## config.mk

```make
export PLATFORM = sky130hd
export DESIGN_NAME = btn_event_decoder
export DESIGN_NICKNAME = d
export VERILOG_FILES = /design/src/rtl/btn_event_decoder.sv
export SDC_FILE = /design/constraint.sdc
export NUM_CORES = 1
export LEC_CHECK = 0
export ABC_CLOCK_PERIOD_IN_PS = 2500
export CORE_MARGIN = 4
export CORE_UTILIZATION = 40
export DETAILED_ROUTE_END_ITERATION = 8
export GPL_TIMING_DRIVEN = 1
export PLACE_DENSITY_LB_ADDON = 0.05
export SKIP_CTS_REPAIR_TIMING = 1
export SLEW_MARGIN = 20
export SYNTH_ARGS = -nofsm -noshare
export SYNTH_HDL_FRONTEND = slang
export SYNTH_SLANG_ARGS = --single-unit
```

## constraint.sdc

```tcl
create_clock -name i_clk -period 2.5 [get_ports i_clk]
set_input_delay 0.375 -clock i_clk [delete_from_list [all_inputs] [get_ports i_clk]]
set_output_delay 0.375 -clock i_clk [all_outputs]
set_load 0.05 [all_outputs]
```

## src/rtl/btn_event_decoder.sv

```systemverilog
// Turns a debounced button level into press/release edges, click, double-click,
// long-press pulses and a running press counter.
module btn_event_decoder #(
  parameter logic [23:0] LONG_TIME   = 24'd12_000_000,
  parameter logic [23:0] DCLICK_TIME = 24'd3_000_000
) (
  input  logic       i_clk,
  input  logic       i_reset_n,
  input  logic       i_debounced,
  output logic       o_press,
  output logic       o_release,
  output logic       o_click,
  output logic       o_dclick,
  output logic       o_long,
  output logic [7:0] o_count
);

  typedef enum logic [2:0] {
    IDLE,
    PRESSED,
    LONG_HELD,
    WAIT2,
    PRESS2
  } state_t;

  localparam logic [23:0] LONG_LIMIT   = LONG_TIME - 24'd1;
  localparam logic [23:0] DCLICK_LIMIT = DCLICK_TIME - 24'd1;

  state_t      state_reg, state_next;
  logic [23:0] timer_reg, timer_next;
  logic        last_reg;
  logic        press_edge, release_edge;
  logic        click_next, dclick_next, long_next;

  assign press_edge   = i_debounced & ~last_reg;
  assign release_edge = ~i_debounced & last_reg;

  always_ff @(posedge i_clk or negedge i_reset_n) begin
    if (!i_reset_n) begin
      last_reg  <= 1'b0;
      o_press   <= 1'b0;
      o_release <= 1'b0;
      o_count   <= 8'd0;
    end else begin
      last_reg  <= i_debounced;
      o_press   <= press_edge;
      o_release <= release_edge;
      o_count   <= o_count + {7'd0, press_edge};
    end
  end

  always_ff @(posedge i_clk or negedge i_reset_n) begin
    if (!i_reset_n) begin
      state_reg <= IDLE;
      timer_reg <= 24'd0;
      o_click   <= 1'b0;
      o_dclick  <= 1'b0;
      o_long    <= 1'b0;
    end else begin
      state_reg <= state_next;
      timer_reg <= timer_next;
      o_click   <= click_next;
      o_dclick  <= dclick_next;
      o_long    <= long_next;
    end
  end

  // Edges take priority over the timer limit in every timed state.
  always_comb begin
    state_next  = state_reg;
    click_next  = 1'b0;
    dclick_next = 1'b0;
    long_next   = 1'b0;
    case (state_reg)
      IDLE: begin
        if (press_edge) state_next = PRESSED;
      end
      PRESSED: begin
        if (release_edge) begin
          state_next = WAIT2;
        end else if (timer_reg == LONG_LIMIT) begin
          long_next  = 1'b1;
          state_next = LONG_HELD;
        end
      end
      LONG_HELD: begin
        if (release_edge) state_next = IDLE;
      end
      WAIT2: begin
        if (press_edge) begin
          state_next = PRESS2;
        end else if (timer_reg == DCLICK_LIMIT) begin
          click_next = 1'b1;
          state_next = IDLE;
        end
      end
      PRESS2: begin
        if (release_edge) begin
          dclick_next = 1'b1;
          state_next  = IDLE;
        end else if (timer_reg == LONG_LIMIT) begin
          long_next  = 1'b1;
          state_next = LONG_HELD;
        end
      end
      default: state_next = IDLE;
    endcase
  end

  // Timer restarts on every state entry and only runs in the timed states.
  always_comb begin
    timer_next = 24'd0;
    if (state_next == state_reg &&
        (state_reg == PRESSED || state_reg == WAIT2 || state_reg == PRESS2)) begin
      timer_next = timer_reg + 24'd1;
    end
  end

endmodule

```

==> results.tsv <==
metric	value	unit
YS warnings	0	
Synthesized Nets	196	
Crit path depth	6	
total CTS buffers	5	
Slew Limit Fails	0	
pin count of the biggest net entering global routing	42	
Die Area	0.006075	mm²
number of synthesized flops with an enable pin	0	
CP Max Fanout	8	
crit path to	timer_reg[4]$_DFF_PN0_	
status	complete, no violations	
synth top area cells	dfrtp_1 52%, xnor2_1 8.1%, nor2_1 6.1%	
Via density	5.101	
GRT Total Usage	13.60	%
cell internal pwr	1339	µW
startpoint types	flop	
total core area	0.004723	mm²
r2r endpoint	timer_reg[4]$_DFF_PN0_	
clock power share	30.7	%
Slew HR	40.40	%
Worst path slowest cell	or4_4	
Die X	77.95	µm
post-route ant nets	0	
wire per inst	13.76	µm
Nets	216	
antenna violations before repair	0	
fill cell count	433	
htree depth	2	
Setup Skew	0.01090	ns
Tot Pwr	2046	µW
vias	1418	
DP Area	0.002175	mm²
row cnt	25	
CP peak stage delay	0.57	ns
fin util	48.87	%
Cell Area, Synth	0.001957	mm²
crit path DAT	2.36	ns
met1 wire length	1817	µm
Routability Congestion	0.9397	
Setup crit start	timer_reg[0]$_DFF_PN0_	
sequential share of power	41.8	%
CTS clock-pin slew for the worst setup and hold paths	0.08	ns
Gate power share	27.5	%
endpoints failing setup	0	
Top Ports	16	
CTS Sinks	41	
Non-Filler Instances	278	
maximum vdd drop	0.5153	mV
DRC	0	
FF-to-FF setup slack	0.31	ns
router iterations before antenna repair	4	
crit path buf inv count	0	
setup TNS	0	ns
max layer used	met4	
vias in the first global route	1401	
max_cap viols	0	
Initial Util	41.43	%
worst reg-to-reg path cell count	6	
post-detail-place hpwl	2687	µm
fmax	455.6	MHz
Worst Path Class, Setup	reg -> reg	
Iter 0 DRT Violations	86	
PwrDens	886.1	mW/mm²
Crit path required time	2.67	ns
Switching Share	34.52	%
leak pwr	0.0009516	µW
Final period util	87.79	%
global route overflow	0	
clock buffer depth	2	
ys flop type	dfrtp_1	
Cell Chain, Critical Path	ha_1 > nand2_1 > or4_4 > nor3_4 > o22a_1 > nor2_1	
ys async rst share	100.0	%
Die H	77.95	µm
Critical R2R Launch	timer_reg[0]$_DFF_PN0_	
Yosys cell types	38	
met3 routed WL	161	µm
flops & latches, synth	41	
time the worst path needs with I/O delays and setup	2.195	ns
hold violation count in the final report	0	
placed cell count	270	
Post-Syn Area per Cell	10.30	µm²
share of the synthesized area in the top cell type	52.43	%
final wirelength	3824	µm
Yosys top cell by area	dfrtp_1	
crit end category	flop	
post-route cell area	0.002308	mm²
IO buf count	15	
sequential area share after synthesis	52.43	%
share of cells above drive strength 1	8.057	%
hold crit path type	in -> async	
n_diodes	0	
Least-Margin Pin Slew	0.8940	ns
synthesized instance count	190	
family with the most delay on the worst path	simple AND/OR/NAND/NOR gates	
NetSw	706.0	µW
CTS tree	built	
Detail Route met2 WL	1800	µm
first-pass GRT wire length	6555	µm
Clk Latency, worst-skew pair	0.30	ns
Root Driver	clkbuf_8	
area grow syn2layout	17.97	%
max reg flops	24	
RSZ-0062 raised after global routing	no	
power by group through the flow:
| stage | clock network, µW | logic (µW) | registers, µW |
|---|---|---|---|
| after floorplan | 0 | 242 | 1020 |
| after global placement | 0 | 567 | 860 |
| after detailed placement | 0 | 570 | 866 |
| after CTS | 645 | 572 | 853 |
| after global routing | 664 | 605 | 873 |
| final | 629 | 562 | 855 |
worst min path at each step:
stage                                 to  slack (ns)  cells after the start
floorplan             last_reg$_DFF_PN0_        0.08                      0
global placement    o_count[7]$_DFF_PN0_        0.46                      1
detailed placement  o_count[7]$_DFF_PN0_        0.47                      1
CTS                    o_press$_DFF_PN0_        0.23                      1
global route        o_count[4]$_DFF_PN0_        0.29                      1
finish                 o_press$_DFF_PN0_        0.20                      1
layout by cell type (no fill, tap or decap), types with 2 or more instances in the layout:
cell type        count
and3_1               3
and3_2               2
and4_1               2
bufinv_16            2
clkbuf_8             5
clkdlybuf4s50_1     14
dfrtp_1             41
ha_1                 3
inv_1                6
nand2_1             11
nand2b_1             2
nand3_1             14
nand4_1              8
nand4bb_1            2
nor2_1              32
nor2b_1              3
nor3_1               5
nor4_1               5
o21bai_1             2
xnor2_1             18
xor2_1              10
metrics by stage:
stage / setup WS, ns / hold slack, ns
CTS: 0.2807 / 0.2332
global placement: 0.3358 / 0.4599
finish: 0.3052 / 0.1984
global route: 0.09056 / 0.2871
detailed placement: 0.2878 / 0.4651
floorplan: 0.5009 / 0.07941
cells in the mapped netlist, drive strengths merged, types with 2 or more instances:
master,instances
xnor2,18
nand4,8
o22a,2
and2,2
nand2,11
and3,5
or2,2
nand3,14
inv,6
nor2,32
o21bai,2
dfrtp,41
nor4,5
clkbuf,2
nor2b,3
ha,3
nor3,6
or4,2
and4,2
nand4bb,2
o21ai,2
xor2,10
nand2b,3
area by class of cell:
class	instances	area, µm²	share of cell area [%]
clock buffer	5	68.82	2.981
clock inverter	3	65.06	2.818
inverter	6	22.52	0.9756
multi-input combinational	140	889.6	38.54
sequential	41	1026	44.44
tap	67	83.83	3.631
timing repair buffer	16	152.6	6.612
metal layers:
layer	vias to the layer above	GRT usage, %
met4	0	5.594
met2	29	20.72
met3	6	3.364
li1	697	-
met1	686	18.48
met5	-	0
kinds of logic after synthesis:
logic type | synth area share (%)
buf+inv | 2.110
compound gates | 3.900
xor+xnor | 12.53
fa+ha+maj | 1.918
simple gates | 27.11
flops | 52.43
Power figures use the tool's default switching activity.
